--- src/rtl/ifm_window_fetch_ctrl_if.sv ---
// Host-write, dual-port memory and pixel-pair stream bundle for ifm_window_fetch_ctrl.
// master = the controller side, slave = memory/host/consumer side.
interface ifm_window_fetch_ctrl_if #(
    parameter int DATA_WIDTH = 32,
    parameter int ADDR_W     = 10
);
    logic                  host_we;
    logic [ADDR_W-1:0]     host_addr;
    logic [DATA_WIDTH-1:0] host_din;

    logic [ADDR_W-1:0]     mem_addr_a;
    logic [DATA_WIDTH-1:0] mem_din_a;
    logic                  mem_we_a;
    logic                  mem_re_a;
    logic [ADDR_W-1:0]     mem_addr_b;
    logic                  mem_we_b;
    logic                  mem_re_b;
    logic [DATA_WIDTH-1:0] mem_dout_a;
    logic [DATA_WIDTH-1:0] mem_dout_b;

    logic [DATA_WIDTH-1:0] out_pix_a;
    logic [DATA_WIDTH-1:0] out_pix_b;
    logic                  out_b_vld;
    logic                  out_valid;
    logic                  out_ready;
    logic                  out_win_last;
    logic                  out_scan_last;

    modport master (
        input  host_we, host_addr, host_din, mem_dout_a, mem_dout_b, out_ready,
        output mem_addr_a, mem_din_a, mem_we_a, mem_re_a, mem_addr_b, mem_we_b, mem_re_b,
               out_pix_a, out_pix_b, out_b_vld, out_valid, out_win_last, out_scan_last
    );

    modport slave (
        output host_we, host_addr, host_din, mem_dout_a, mem_dout_b, out_ready,
        input  mem_addr_a, mem_din_a, mem_we_a, mem_re_a, mem_addr_b, mem_we_b, mem_re_b,
               out_pix_a, out_pix_b, out_b_vld, out_valid, out_win_last, out_scan_last
    );
endinterface

--- src/rtl/ifm_window_fetch_ctrl.sv ---
// Scans every KxK stride-1 window of the IFM, reading two pixels per issue and streaming the pairs.
// Optional IFM_FETCH_PERF_EN adds o_stall_cnt (busy cycles with out_valid && !out_ready).
module ifm_window_fetch_ctrl #(
    parameter int DATA_WIDTH = 32,
    parameter int IMG_W      = 28,
    parameter int IMG_H      = 28,
    parameter int K          = 5,
    parameter int ADDR_W     = $clog2(IMG_W*IMG_H)
) (
    input  logic        i_clk,
    input  logic        i_rst,
`ifdef IFM_FETCH_PERF_EN
    output logic [31:0] o_stall_cnt,
`endif
    input  logic        i_start,
    output logic        o_busy,
    output logic        o_done,
    output logic        o_host_wr_err,
    ifm_window_fetch_ctrl_if.master bus
);
    localparam int KK = K*K;
    localparam int PW = $clog2(KK+2);
    localparam int KW = $clog2(K+1);
    localparam int CW = $clog2(IMG_W+1);
    localparam int RW = $clog2(IMG_H+1);
    localparam logic [ADDR_W-1:0] W_STEP = ADDR_W'(IMG_W);
    localparam logic [ADDR_W-1:0] K_STEP = ADDR_W'(K);

    typedef enum logic [1:0] {IDLE, FETCH, DRAIN} state_t;

    state_t            r_state;
    logic [PW-1:0]     r_p;
    logic [KW-1:0]     r_kx;
    logic [ADDR_W-1:0] r_row;
    logic [ADDR_W-1:0] r_base;
    logic [CW-1:0]     r_c;
    logic [RW-1:0]     r_r;
    logic              r_valid, r_b_vld, r_win_last, r_scan_last, r_done, r_wr_err;

    logic              w_busy, w_issue, w_accept;
    logic              w_kx_last, w_kxb_last, w_b_vld, w_win_last, w_scan_last;
    logic [KW-1:0]     w_kx_b, w_kx_n;
    logic [ADDR_W-1:0] w_row_b, w_row_n, w_addr_a, w_addr_b;

    assign w_busy   = (r_state != IDLE);
    assign w_issue  = (r_state == FETCH) && (!r_valid || bus.out_ready);
    assign w_accept = r_valid && bus.out_ready;

    // Pixel B is one raster step past A inside the window; the next A is one more step.
    assign w_kx_last  = (r_kx == KW'(K-1));
    assign w_kx_b     = w_kx_last ? '0 : r_kx + KW'(1);
    assign w_row_b    = w_kx_last ? r_row + W_STEP : r_row;
    assign w_kxb_last = (w_kx_b == KW'(K-1));
    assign w_kx_n     = w_kxb_last ? '0 : w_kx_b + KW'(1);
    assign w_row_n    = w_kxb_last ? w_row_b + W_STEP : w_row_b;
    assign w_addr_a   = r_row + ADDR_W'(r_kx);
    assign w_addr_b   = w_row_b + ADDR_W'(w_kx_b);

    assign w_b_vld     = (r_p < PW'(KK-1));
    assign w_win_last  = (r_p >= PW'(KK-2));
    assign w_scan_last = w_win_last && (r_c == CW'(IMG_W-K)) && (r_r == RW'(IMG_H-K));

    assign o_busy        = w_busy;
    assign o_done        = r_done;
    assign o_host_wr_err = r_wr_err;

    // Host owns port A whenever the scan is not running.
    assign bus.mem_addr_a    = w_busy ? w_addr_a : bus.host_addr;
    assign bus.mem_din_a     = bus.host_din;
    assign bus.mem_we_a      = !w_busy && bus.host_we;
    assign bus.mem_re_a      = w_issue;
    assign bus.mem_addr_b    = w_busy ? w_addr_b : '0;
    assign bus.mem_we_b      = 1'b0;
    assign bus.mem_re_b      = w_issue && w_b_vld;
    assign bus.out_pix_a     = bus.mem_dout_a;
    assign bus.out_pix_b     = bus.mem_dout_b;
    assign bus.out_valid     = r_valid;
    assign bus.out_b_vld     = r_b_vld;
    assign bus.out_win_last  = r_win_last;
    assign bus.out_scan_last = r_scan_last;

    always_ff @(posedge i_clk) begin
        if (i_rst) begin
            r_state     <= IDLE;
            r_p         <= '0;
            r_kx        <= '0;
            r_row       <= '0;
            r_base      <= '0;
            r_c         <= '0;
            r_r         <= '0;
            r_valid     <= 1'b0;
            r_b_vld     <= 1'b0;
            r_win_last  <= 1'b0;
            r_scan_last <= 1'b0;
            r_done      <= 1'b0;
            r_wr_err    <= 1'b0;
        end else begin
            r_done   <= 1'b0;
            r_wr_err <= w_busy && bus.host_we;
            case (r_state)
                IDLE: if (i_start) begin
                    r_state <= FETCH;
                    r_p     <= '0;
                    r_kx    <= '0;
                    r_row   <= '0;
                    r_base  <= '0;
                    r_c     <= '0;
                    r_r     <= '0;
                end
                FETCH: if (w_issue && w_scan_last) r_state <= DRAIN;
                DRAIN: if (w_accept) begin
                    r_state <= IDLE;
                    r_done  <= 1'b1;
                end
                default: r_state <= IDLE;
            endcase
            if (w_issue) begin
                r_valid     <= 1'b1;
                r_b_vld     <= w_b_vld;
                r_win_last  <= w_win_last;
                r_scan_last <= w_scan_last;
                if (w_win_last) begin
                    r_p  <= '0;
                    r_kx <= '0;
                    // Last column origin of a row: jumping K lands on the next row's first origin.
                    if (r_c == CW'(IMG_W-K)) begin
                        r_c    <= '0;
                        r_r    <= r_r + RW'(1);
                        r_base <= r_base + K_STEP;
                        r_row  <= r_base + K_STEP;
                    end else begin
                        r_c    <= r_c + CW'(1);
                        r_base <= r_base + ADDR_W'(1);
                        r_row  <= r_base + ADDR_W'(1);
                    end
                end else begin
                    r_p   <= r_p + PW'(2);
                    r_kx  <= w_kx_n;
                    r_row <= w_row_n;
                end
            end else if (w_accept) begin
                r_valid     <= 1'b0;
                r_b_vld     <= 1'b0;
                r_win_last  <= 1'b0;
                r_scan_last <= 1'b0;
            end
        end
    end

`ifdef IFM_FETCH_PERF_EN
    logic [31:0] r_stall_cnt;
    always_ff @(posedge i_clk) begin
        if (i_rst)                          r_stall_cnt <= '0;
        else if (r_state == IDLE && i_start) r_stall_cnt <= '0;
        else if (w_busy && r_valid && !bus.out_ready)
                                            r_stall_cnt <= r_stall_cnt + 32'd1;
    end
    assign o_stall_cnt = r_stall_cnt;
`else
    // Stall counting not built.
`endif
endmodule

--- src/flat_wrapper.sv ---
// flat-port wrapper written by rule: the top's interface ports become plain ports
module ifm_window_fetch_ctrl_flat 
#(
    parameter int DATA_WIDTH = 32,
    parameter int IMG_W      = 28,
    parameter int IMG_H      = 28,
    parameter int K          = 5,
    parameter int ADDR_W     = $clog2(IMG_W*IMG_H)
)
  (i_clk, i_rst, i_start, o_busy, o_done, o_host_wr_err, bus_host_we, bus_host_addr, bus_host_din, bus_mem_dout_a, bus_mem_dout_b, bus_out_ready, bus_mem_addr_a, bus_mem_din_a, bus_mem_we_a, bus_mem_re_a, bus_mem_addr_b, bus_mem_we_b, bus_mem_re_b, bus_out_pix_a, bus_out_pix_b, bus_out_b_vld, bus_out_valid, bus_out_win_last, bus_out_scan_last);
  ifm_window_fetch_ctrl_if #(.DATA_WIDTH(DATA_WIDTH), .ADDR_W(ADDR_W)) bus_i ();
  input  logic i_clk;
  input  logic i_rst;
  input  logic i_start;
  output logic o_busy;
  output logic o_done;
  output logic o_host_wr_err;
  input wire logic [$bits(bus_i.host_we)-1:0] bus_host_we;
  input wire logic [$bits(bus_i.host_addr)-1:0] bus_host_addr;
  input wire logic [$bits(bus_i.host_din)-1:0] bus_host_din;
  input wire logic [$bits(bus_i.mem_dout_a)-1:0] bus_mem_dout_a;
  input wire logic [$bits(bus_i.mem_dout_b)-1:0] bus_mem_dout_b;
  input wire logic [$bits(bus_i.out_ready)-1:0] bus_out_ready;
  output wire logic [$bits(bus_i.mem_addr_a)-1:0] bus_mem_addr_a;
  output wire logic [$bits(bus_i.mem_din_a)-1:0] bus_mem_din_a;
  output wire logic [$bits(bus_i.mem_we_a)-1:0] bus_mem_we_a;
  output wire logic [$bits(bus_i.mem_re_a)-1:0] bus_mem_re_a;
  output wire logic [$bits(bus_i.mem_addr_b)-1:0] bus_mem_addr_b;
  output wire logic [$bits(bus_i.mem_we_b)-1:0] bus_mem_we_b;
  output wire logic [$bits(bus_i.mem_re_b)-1:0] bus_mem_re_b;
  output wire logic [$bits(bus_i.out_pix_a)-1:0] bus_out_pix_a;
  output wire logic [$bits(bus_i.out_pix_b)-1:0] bus_out_pix_b;
  output wire logic [$bits(bus_i.out_b_vld)-1:0] bus_out_b_vld;
  output wire logic [$bits(bus_i.out_valid)-1:0] bus_out_valid;
  output wire logic [$bits(bus_i.out_win_last)-1:0] bus_out_win_last;
  output wire logic [$bits(bus_i.out_scan_last)-1:0] bus_out_scan_last;
  assign bus_i.host_we = bus_host_we;
  assign bus_i.host_addr = bus_host_addr;
  assign bus_i.host_din = bus_host_din;
  assign bus_i.mem_dout_a = bus_mem_dout_a;
  assign bus_i.mem_dout_b = bus_mem_dout_b;
  assign bus_i.out_ready = bus_out_ready;
  assign bus_mem_addr_a = bus_i.mem_addr_a;
  assign bus_mem_din_a = bus_i.mem_din_a;
  assign bus_mem_we_a = bus_i.mem_we_a;
  assign bus_mem_re_a = bus_i.mem_re_a;
  assign bus_mem_addr_b = bus_i.mem_addr_b;
  assign bus_mem_we_b = bus_i.mem_we_b;
  assign bus_mem_re_b = bus_i.mem_re_b;
  assign bus_out_pix_a = bus_i.out_pix_a;
  assign bus_out_pix_b = bus_i.out_pix_b;
  assign bus_out_b_vld = bus_i.out_b_vld;
  assign bus_out_valid = bus_i.out_valid;
  assign bus_out_win_last = bus_i.out_win_last;
  assign bus_out_scan_last = bus_i.out_scan_last;
  ifm_window_fetch_ctrl #(.DATA_WIDTH(DATA_WIDTH), .IMG_W(IMG_W), .IMG_H(IMG_H), .K(K), .ADDR_W(ADDR_W)) u_core (.i_clk(i_clk), .i_rst(i_rst), .i_start(i_start), .o_busy(o_busy), .o_done(o_done), .o_host_wr_err(o_host_wr_err), .bus(bus_i));
endmodule
--- config.mk ---
export PLATFORM = sky130hd
export DESIGN_NAME = ifm_window_fetch_ctrl_flat
export DESIGN_NICKNAME = d
export VERILOG_FILES = /design/src/rtl/ifm_window_fetch_ctrl_if.sv /design/src/rtl/ifm_window_fetch_ctrl.sv /design/src/flat_wrapper.sv
export SDC_FILE = /design/constraint.sdc
export NUM_CORES = 1
export LEC_CHECK = 0
export ABC_AREA = 0
export CORE_MARGIN = 1
export CORE_UTILIZATION = 41
export CTS_CLUSTER_SIZE = 20
export DETAILED_ROUTE_END_ITERATION = 8
export PLACE_DENSITY = 0.85
export RECOVER_POWER = 25
export SKIP_LAST_GASP = 1
export SYNTH_ARGS = -nofsm -noshare
export SYNTH_HDL_FRONTEND = slang
export SYNTH_SLANG_ARGS = --single-unit
--- constraint.sdc ---
create_clock -name i_clk -period 5.09 [get_ports i_clk]
set_input_delay 1.018 -clock i_clk [delete_from_list [all_inputs] [get_ports i_clk]]
set_output_delay 1.018 -clock i_clk [all_outputs]
set_load 0.05 [all_outputs]
==> flow_metrics.env <==
export IMPL_outcome="complete, but fails checks"
export IMPL_failed_checks="DRC"
export IMPL_hp_class="flip-flop to flip-flop"
export IMPL_timing_critical_path_slowest_stage_cell="clkdlybuf4s50_1"
export IMPL_fp_row_count=34
export IMPL_max_slew_margin_rel_pct=12.96
export IMPL_worst_setup_path_end_kind="output pin"
export IMPL_irDropWorstVdd_uv=107.1
export IMPL_fp_dieArea_sq_mm=0.009614
export IMPL_clk_pin_slew_worst_paths_ns=0.08
export IMPL_met1_use_gr_pct=19.57
export IMPL_vias=2896
export IMPL_fillers=867
export IMPL_remaining_drc_errors=21
export IMPL_setup_violations=0
export IMPL_groute_layer_met2_usage_pct=28.01
export IMPL_inserted_clock_buffers=5
export IMPL_global_route_hottest_layer="met2"
export IMPL_synth_seq_cells=45
export IMPL_tightestPinTransition_ns=1.306
export IMPL_clock_latency_late_sink_ns=0.30
export IMPL_ant_nets=0
export IMPL_path_cells="inv_1, ha_1, and2_1, xnor2_1, inv_1, ha_1, a21oi_1, or4_4, xnor2_1, nor2_1, clkdlybuf4s50_1"
export IMPL_floorplan_die_height_microns=98.05
export IMPL_area_growth_synth_to_final_pct=-2.812
export IMPL_grt_ovfl_total=0
export IMPL_setup_repair_after_global_routing_missed_its_margin="no"
export IMPL_finClkSkew_ns=0.01018
export IMPL_clock_path_buffers=2
export IMPL_viasPerCell=5.464
export IMPL_final_instance_area_sq_mm=0.003676
export IMPL_grt_pass1_wl_microns=13020
export IMPL_detail_route_first_pass_iterations=9
export IMPL_critPathMaxFanout=7
export IMPL_synth_yosys_seq_area_share_pct=23.82
export IMPL_num_antenna_cells=0
export IMPL_post_layout_cell_count=530
export IMPL_drt_initial_drc_count=172
export IMPL_avgRoutedWirePerCell_microns=14.77
export IMPL_place_inst=522
export IMPL_core_area_sq_mm=0.008806
export IMPL_port_buffers=44
export IMPL_timing_fmax_ghz=0.2119
export IMPL_finish_net_count=551
export IMPL_start_util_pct=42.95
export IMPL_postRouteWirelength_microns=7827
export IMPL_antenna_found_initial=0
export IMPL_gp_congestion=0.8533
export IMPL_path_class="flip-flop to output pin"
export IMPL_required_ns=4.07
export IMPL_grt_total_usage_pct=16.34
export IMPL_maxCapViolCount=0
export IMPL_synthesized_instance_count=483
export IMPL_post_synth_cell_area_avg_sq_um=7.831
export IMPL_synth_cell_type_count=56
export IMPL_floorplan_die_width_microns=98.05
export IMPL_hold_violations=0
export IMPL_netlist_area_sq_mm=0.003782
export IMPL_grt_pass1_vias=2744
export IMPL_power_density_mw_per_mm2=209.3
export IMPL_utilization_pct=41.74
export IMPL_synth_edf_count=0
export IMPL_post_dp_hpwl_microns=5974
export IMPL_synth_ff_type="dfxtp_1"
export IMPL_tritoncts_sinks=45
export IMPL_cts_root_buffer_cell="clkbuf_8"
export IMPL_gr_usage_met3_pct=4.366
export IMPL_arrival_time_at_the_worst_endpoint_ns=3.70
export IMPL_worstSetupStartpointType="flip-flop"
export IMPL_final_min_period_ns=4.720
export IMPL_cts_tree="yes"
export IMPL_grt_start_max_net_pins=29
export IMPL_static_leakage_power_nw=1.360
export IMPL_cts_htree_levels=2
export IMPL_period_share_pct=92.73
export IMPL_final_hold_worst_slack_ns=0.4726
export IMPL_pin_count=238
export IMPL_synth_warning_count=0
export IMPL_synthArstFlopShare_pct=0
export IMPL_critical_path_max_stage_delay_ns=0.80
export IMPL_finalSetupTns_ns=0
export IMPL_drive_gt1_share_pct=5.687
export IMPL_slew_viol_final=0
export IMPL_ctsHoldBuffers=0
export IMPL_dpl_cell_area_sq_mm=0.003557
export IMPL_syn_nets=613
-- cell families after synthesis --
group	synth area share, %
buffers and inverters	23.32
other	0.09914
xor gates and xnor gates	8.998
AOI/OAI and AO/OA	15.75
muxes	0.8270
DFF	23.82
and+or+nand+nor	20.51
adders and majority gates	6.682
-- power breakdown --
| part | switching [mW] | total (mW) | internal [mW] |
|---|---|---|---|
| Sequential | 0.00491 | 0.361 | 0.356 |
| Combinational | 0.0898 | 0.139 | 0.0487 |
| Clock | 0.123 | 0.270 | 0.147 |
-- timing repair --
item                                   in CTS  in global routing
gates resized for setup                     0                  3
setup endpoints to repair                   0                  3
endpoints found under the hold margin       0                  0
buffers inserted                            0                  0
-- state kept, by name, summed over array words and instances, names as in the netlist --
signal / count
u_core.r_state: 2
u_core.bus.out_scan_last: 1
u_core.r_c: 5
u_core.r_r: 5
u_core.o_host_wr_err: 1
u_core.bus.out_valid: 1
u_core.bus.out_b_vld: 1
u_core.r_row: 10
u_core.r_p: 4
u_core.r_base: 10
u_core.o_done: 1
u_core.r_kx: 3
u_core.bus.out_win_last: 1
-- worst max-delay path: cells and delay by family (launching register included) --
kind                       cells  cell delay [ns]
AOI/OAI and AO/OA              1             0.10
DFF                            1             0.43
adders and majority gates      2             0.63
and+or+nand+nor                3             0.83
buffers and inverters          3             0.95
xor gates and xnor gates       2             0.47
-- layout make-up --
cell class,count,area (sq um),area share (%)
Clock inverter,2,38.79,1.055
Tap cell,108,135.1,3.676
Clock buffer,6,72.57,1.974
Multi-Input combinational cell,308,2002,54.46
Inverter,13,48.80,1.327
Timing Repair Buffer,48,478.0,13.00
Sequential cell,45,900.9,24.51
-- cell usage in the layout, fill, tap and decap left out, types with 8 or more instances in the layout --
master / instances
nor2_1: 46
dfxtp_1: 45
clkdlybuf4s50_1: 40
a21oi_1: 37
nand2_1: 36
xnor2_1: 27
ha_1: 17
o21ai_0: 15
nand3_1: 14
inv_1: 12
xor2_1: 10
nor3_1: 8
-- cells in the mapped netlist (8+ instances only) --
library cell / count / share of area (%)
xnor2_1: 27 / 6.3
nand3_1: 14 / 1.9
xor2_1: 10 / 2.3
nor2_1: 47 / 4.7
buf_4: 100 / 20
a21oi_1: 37 / 4.9
o21ai_0: 15 / 2.0
clkbuf_1: 13 / 1.3
dfxtp_1: 45 / 24
inv_1: 12 / 1.2
nor3_1: 8 / 1.1
nand2_1: 36 / 3.6
ha_1: 17 / 5.6
-- through the flow --
stage | power (mW) | setup slack (ns)
6_report | 0.7695 | 0.3703
4_1_cts | 0.7738 | 0.1158
3_5_place_dp | 0.5078 | 0.4605
3_3_place_gp | 0.5061 | 0.6310
2_1_floorplan | 0.6643 | 0.7277
5_1_grt | 0.8005 | 0.1527
-- routing by layer --
layer,routed length [microns],vias to the layer above
li1,-,1422
met1,3341,1333
met2,3773,118
met3,623,23
met4,89,0
met5,0,-
-- worst paths after layout --
| check | start | end | depth (start not counted) | slack [ns] |
|---|---|---|---|---|
| max | u_core.r_kx[0] | bus_mem_addr_b[6] | 11 | 0.37 |
| min | u_core.bus.out_scan_last | u_core.bus.out_scan_last | 2 | 0.47 |
| max reg2reg | u_core.r_kx[1] | u_core.r_row[8] | 11 | 2.37 |
| min reg2reg | u_core.bus.out_scan_last | u_core.bus.out_scan_last | 2 | 0.47 |
Power figures use the tool's default switching activity.
